File: config.mk
export PLATFORM = sky130hd
export DESIGN_NAME = lb_arbiter2
export DESIGN_NICKNAME = d
export VERILOG_FILES = /design/src/rtl/lb_arbiter2.sv
export SDC_FILE = /design/constraint.sdc
export NUM_CORES = 1
export LEC_CHECK = 0
export CAP_MARGIN = 10
export CORE_MARGIN = 2
export CORE_UTILIZATION = 35
export DETAILED_ROUTE_END_ITERATION = 8
export PLACE_DENSITY = 0.78
export SLEW_MARGIN = 20
export SYNTH_ARGS = -nofsm -noshare
export SYNTH_HDL_FRONTEND = slang
export SYNTH_SLANG_ARGS = --single-unit
File: constraint.sdc
create_clock -name clk -period 3.8 [get_ports clk]
set_input_delay 0.57 -clock clk [delete_from_list [all_inputs] [get_ports clk]]
set_output_delay 0.57 -clock clk [all_outputs]
set_load 0.05 [all_outputs]
File: src/rtl/lb_arbiter2.sv
// Two-master local-bus arbiter: port A (gateway, never stalls) has absolute priority over port B.
// Reads are tagged through a read_pipe_len-deep pipe so returned data reaches the issuing port.
module lb_arbiter2 #(
  parameter int unsigned read_pipe_len = 3,
  parameter int unsigned aw            = 24,
  parameter int unsigned dw            = 32
) (
  input  logic          clk,
  input  logic          reset,
  // port A
  input  logic [aw-1:0] a_addr,
  input  logic          a_strobe,
  input  logic          a_rd,
  input  logic [dw-1:0] a_data_out,
  output logic [dw-1:0] a_data_in,
  // port B
  input  logic          b_valid,
  output logic          b_ready,
  input  logic [aw-1:0] b_addr,
  input  logic          b_rd,
  input  logic [dw-1:0] b_wdata,
  output logic          b_rd_valid,
  output logic [dw-1:0] b_rd_data,
  // local bus
  output logic [aw-1:0] lb_addr,
  output logic          lb_strobe,
  output logic          lb_rd,
  output logic          lb_write,
  output logic [dw-1:0] lb_data_out,
  input  logic [dw-1:0] lb_data_in,
  output logic [15:0]   b_stall_count
);

  localparam logic OwnerA = 1'b0;
  localparam logic OwnerB = 1'b1;

  logic [aw-1:0]            r_addr;
  logic                     r_strobe;
  logic                     r_rd;
  logic [dw-1:0]            r_wdata;
  logic                     r_owner;
  logic [read_pipe_len-1:0] r_tag_v;
  logic [read_pipe_len-1:0] r_tag_own;
  logic                     r_rd_valid;
  logic [dw-1:0]            r_rd_data;
  logic [15:0]              r_stall;

  logic w_b_accept;
  logic w_b_stall;
  logic w_cap_b;

  assign w_b_accept = b_valid & ~a_strobe;
  assign w_b_stall  = b_valid & a_strobe;
  assign w_cap_b    = r_tag_v[read_pipe_len-1] & (r_tag_own[read_pipe_len-1] == OwnerB);

  always_ff @(posedge clk or posedge reset) begin
    if (reset) begin
      r_addr   <= '0;
      r_strobe <= 1'b0;
      r_rd     <= 1'b0;
      r_wdata  <= '0;
      r_owner  <= OwnerA;
    end else if (a_strobe) begin
      r_addr   <= a_addr;
      r_strobe <= 1'b1;
      r_rd     <= a_rd;
      r_wdata  <= a_data_out;
      r_owner  <= OwnerA;
    end else if (w_b_accept) begin
      r_addr   <= b_addr;
      r_strobe <= 1'b1;
      r_rd     <= b_rd;
      r_wdata  <= b_wdata;
      r_owner  <= OwnerB;
    end else begin
      r_strobe <= 1'b0;
    end
  end

  // Stage k holds the tag of the read whose strobe was k+1 cycles ago.
  always_ff @(posedge clk or posedge reset) begin
    if (reset) begin
      r_tag_v   <= '0;
      r_tag_own <= '0;
    end else begin
      r_tag_v[0]   <= r_strobe & r_rd;
      r_tag_own[0] <= r_owner;
      for (int unsigned i = 1; i < read_pipe_len; i++) begin
        r_tag_v[i]   <= r_tag_v[i-1];
        r_tag_own[i] <= r_tag_own[i-1];
      end
    end
  end

  always_ff @(posedge clk or posedge reset) begin
    if (reset) begin
      r_rd_valid <= 1'b0;
      r_rd_data  <= '0;
    end else begin
      r_rd_valid <= w_cap_b;
      if (w_cap_b) begin
        r_rd_data <= lb_data_in;
      end
    end
  end

  always_ff @(posedge clk or posedge reset) begin
    if (reset) begin
      r_stall <= '0;
    end else if (w_b_stall && (r_stall != 16'hffff)) begin
      r_stall <= r_stall + 16'd1;
    end
  end

  assign b_ready       = ~a_strobe;
  assign a_data_in     = lb_data_in;
  assign lb_addr       = r_addr;
  assign lb_strobe     = r_strobe;
  assign lb_rd         = r_rd;
  assign lb_write      = r_strobe & ~r_rd;
  assign lb_data_out   = r_wdata;
  assign b_rd_valid    = r_rd_valid;
  assign b_rd_data     = r_rd_data;
  assign b_stall_count = r_stall;

endmodule

==> results <==
- The run finished with clean final reports.
- The post-synthesis cell type count is 34.
- The final hold violation count is 0.
- The normalized max-slew margin is 46.91%.
- Counting flops and latches in the post-synthesis netlist gives approximately 110.
- The aggregate routed wire length is 14.29 mm.
- The total area inside the core boundary comes to 14,370 um^2.
- The die span in x is 124.5 um.
- Summing every instance area after synthesis gives 5086 um^2.
- Setup repair after global routing left no endpoint under its margin.
- Overall power consumption after layout is estimated at 4.906 mW.
- The slowest stage of the critical path belongs to the cell clkdlybuf4s50_1.
- The post-CTS repair timing setup buffer count is 0.
- The number of slew-limit violations in the final report was 0.
- The proportion of register bits with asynchronous set or reset after synthesis is 100.0%.
- The data required time at the worst endpoint is 3.23 ns.
- The worst setup path is launched from an input pin.
- The largest net degree at the start of global routing is 85.
- The smallest clock period supported by the final layout is computed as between 2 and 2.5 ns.
- The TritonCTS clock tree is built.
- The worst hold path was traced through 0 stages.
- The total I/O pin count is around 290.
- The share of final-layout standard cells stronger than drive strength 1 is 10.92%.
- At the end of the flow, the number of nets in the layout was about 850.
- The final routed DRC violation total is 0.
- In this run the worst path has a maximum fanout of 2.
- The highest attainable clock frequency is 0.4028 GHz.
- The setup violation total in the final timing report is 0.
- In this run, post-CTS hold repair placed 0 buffers.
- The longest clock path from root to sink contains 2 buffers.
- The power density over the cells is approximately 570 nW/um^2.
- The count of synthesis-stage warnings from yosys is 0.
- The clock insertion delay at the later pin of the skew report is 0.40 ns.
- The post-CTS resize count is 0.
- The number of buffers inserted during clock tree synthesis is 17.
- The actual slew at the worst max-slew pin is between 0.7 and 0.8 ns.
- The worst setup path is captured at an output port.
- Yosys mapped a number of flops with a built-in enable equal to 0.
- The delay of the slowest cell on the worst path is ~0.84 ns.
- After clock tree synthesis, the clock-pin slew on the worst setup and hold paths is ~0.05 ns.
- Setup total negative slack on the finished layout was measured at 0 ns.
- The net count after synthesis is between 500 and 600.
- The clock tree skew after final layout is 0.007672 ns.
- The area growth from synthesis to layout is 68.56%.
- Yosys attributes the largest share of cell area to dfrtp_1, mux2i_1, mux2_2.
- The biggest area consumer among synthesized cells is dfrtp_1.
- Counting every instance in the synthesized netlist gives 443.
- By count the netlist is led by dfrtp_1, nand2_1, o21ai_0, mux2i_1.
- The number of cell instances on the worst register-to-register path is 5.
- The total number of clock tree sinks is 114.
- The tool flagged a number of max-cap violations equal to 0.
- Traced cell by cell, the critical path runs through clkdlybuf4s50_1, clkdlybuf4s50_1.
- Data on the critical path arrives at its endpoint at 1.91 ns.
- The path type of the worst min-delay path is reg -> reg.
- The most frequently used flop master after synthesis is dfrtp_1.
- The number of buffer and inverter instances along the worst setup path is 2.
- In this run the static leakage power is 3.672 nW.
- Summing all multi-input logic gate instances after layout gives about 1900 um^2.
- The H-tree was split into 4 levels.
- The clock tree root buffer cell is clkbuf_16.
- The first routing iteration left 156 violations.
- The first global-routing pass estimated 22.78 mm of wire.
- The cell that appears most often on the critical path is clkdlybuf4s50_1.
- The detailed placement HPWL is 10.79 mm.
- In this run the mean area of a mapped cell was about 11 um^2.
- The routed length per placed instance is 15.91 um.
- The critical path runs through a total of 2 cells.
- The cell with the most instances after synthesis is dfrtp_1.
- Global routing used 18.44% of the available tracks across all layers.
- The height of the die is around 120 um.
- Before antenna repair, the detailed router went through 5 iterations.
- The average via count per standard cell is 4.752.
- The count of buffers added on input and output ports is a little under 300.
- The sequential cell area is about 2900 um^2.
- The total die area is 15,510 um^2.
- The via count of the first global-routing pass came to around 4,500.
- The fill cell total of the finished layout is about 1,100.
- By startpoint and endpoint, the worst setup path is classified as in -> out.
- The number of antenna-violating nets in the routed design is 0.
- Summing over every cut layer, the via total after detailed routing is 4,267.
- The top-area cell type share of the netlist area is 56.09%.
- Once the floorplan was initialized, standard cells occupied 35.40% of the core.
- The number of placement rows is 44.
- The kind of cell with the highest combined delay along the critical path is buffers and inverters.
- Summed over all layers, the global routing overflow is 0.
- The number of antenna diodes in the final layout is 0.
- The register area share after synthesis is 56.09%.
- The weighted congestion at the end of routability-driven global placement is 0.8122.
- The worst supply voltage drop on vdd is 0.0002695 V.
- After layout, the worst path uses 65.34% of the clock period.
- The initial antenna violation count is 0.
## worst paths after layout
path	from	endpoint	slack (ns)
hold reg to reg	r_tag_own[1]	r_tag_own[2]	0.34
max in group asynchronous	reset	b_stall_count[1]	2.35
setup reg to reg	b_stall_count[0]	b_stall_count[1]	1.92
hold / removal	r_tag_own[1]	r_tag_own[2]	0.34
min in group asynchronous	reset	b_rd_data[20]	0.67
setup / recovery	lb_data_in[4]	a_data_in[4]	1.32
## metal layers
layer,track usage (%),routed length [um]
met3,6.787,1385
met5,0,0
met1,18.54,5206
met2,34.30,7403
met4,7.270,295
## final cells by class
| cell class | instances | share of cell area [%] |
|---|---|---|
| repair buffers | 294 | 34.30 |
| flip-flops and latches | 114 | 33.28 |
| multi-input cells | 269 | 21.91 |
| clock buffers | 19 | 5.166 |
| well taps | 184 | 2.685 |
| clock inverters | 13 | 2.423 |
| inverters | 5 | 0.2481 |
## cells in the final DEF, fill, tap and decap left out, types with 2 or more instances in the layout
master	netlist	final
clkinv_2	0	2
or3_1	2	2
nand3_1	7	7
inv_1	5	4
and3_1	2	2
mux2_2	32	32
clkinvlp_4	0	4
nor2_1	6	6
o21ai_0	59	59
bufinv_16	0	5
clkdlybuf4s50_1	0	288
xnor2_1	10	10
nand2_1	65	65
clkbuf_16	0	17
mux2i_1	58	58
nor3_1	5	5
nand4_1	6	6
dfrtp_1	114	114
buf_4	32	5
## metrics by stage
stage | cell area, um^2 | std cells | hold slack [ns] | utilization (%) | worst slack (ns)
after floorplan | 5086 | 443 | 0.3312 | - | 0.2143
after global placement | 7923 | 866 | 0.3331 | 55.14 | 1.332
after detailed placement | 7923 | 866 | 0.3370 | 55.14 | 1.310
after CTS | 8573 | 898 | 0.3471 | 59.67 | 1.310
after global routing | 8573 | 898 | 0.3493 | 59.67 | 1.289
final | 8573 | 898 | 0.3443 | 59.67 | 1.317
## cells by family (layout without fill, tap and decap cells)
kind of cell / count (synthesis) / in the layout / share of synthesized area (%)
flip-flops: 114 / 114 / 56.09
XOR/XNOR: 11 / 11 / 1.894
adder cells (fa/ha/maj): 1 / 1 / 0.2460
buffers and inverters: 60 / 331 / 6.987
multiplexers: 91 / 91 / 18.79
AND/OR/NAND/NOR: 104 / 104 / 9.766
AO/OA/AOI/OAI: 62 / 62 / 6.224
## report_power, final
group / internal, mW / switching [mW] / leakage (nW)
Sequential: 1.40 / 0.129 / 1.38
Combinational: 0.627 / 1.00 / 1.98
Clock: 1.18 / 0.564 / 0.306
Total: 3.21 / 1.69 / 3.67
## registers in the layout, summed over array words and instances (netlist names)
name           count
b_rd_data         32
lb_data_out       32
lb_addr           24
b_stall_count     16
r_tag_own          3
r_tag_v            3
b_rd_valid         1
lb_rd              1
lb_strobe          1
r_owner            1
Note: power is estimated with default switching activity, not from simulation.
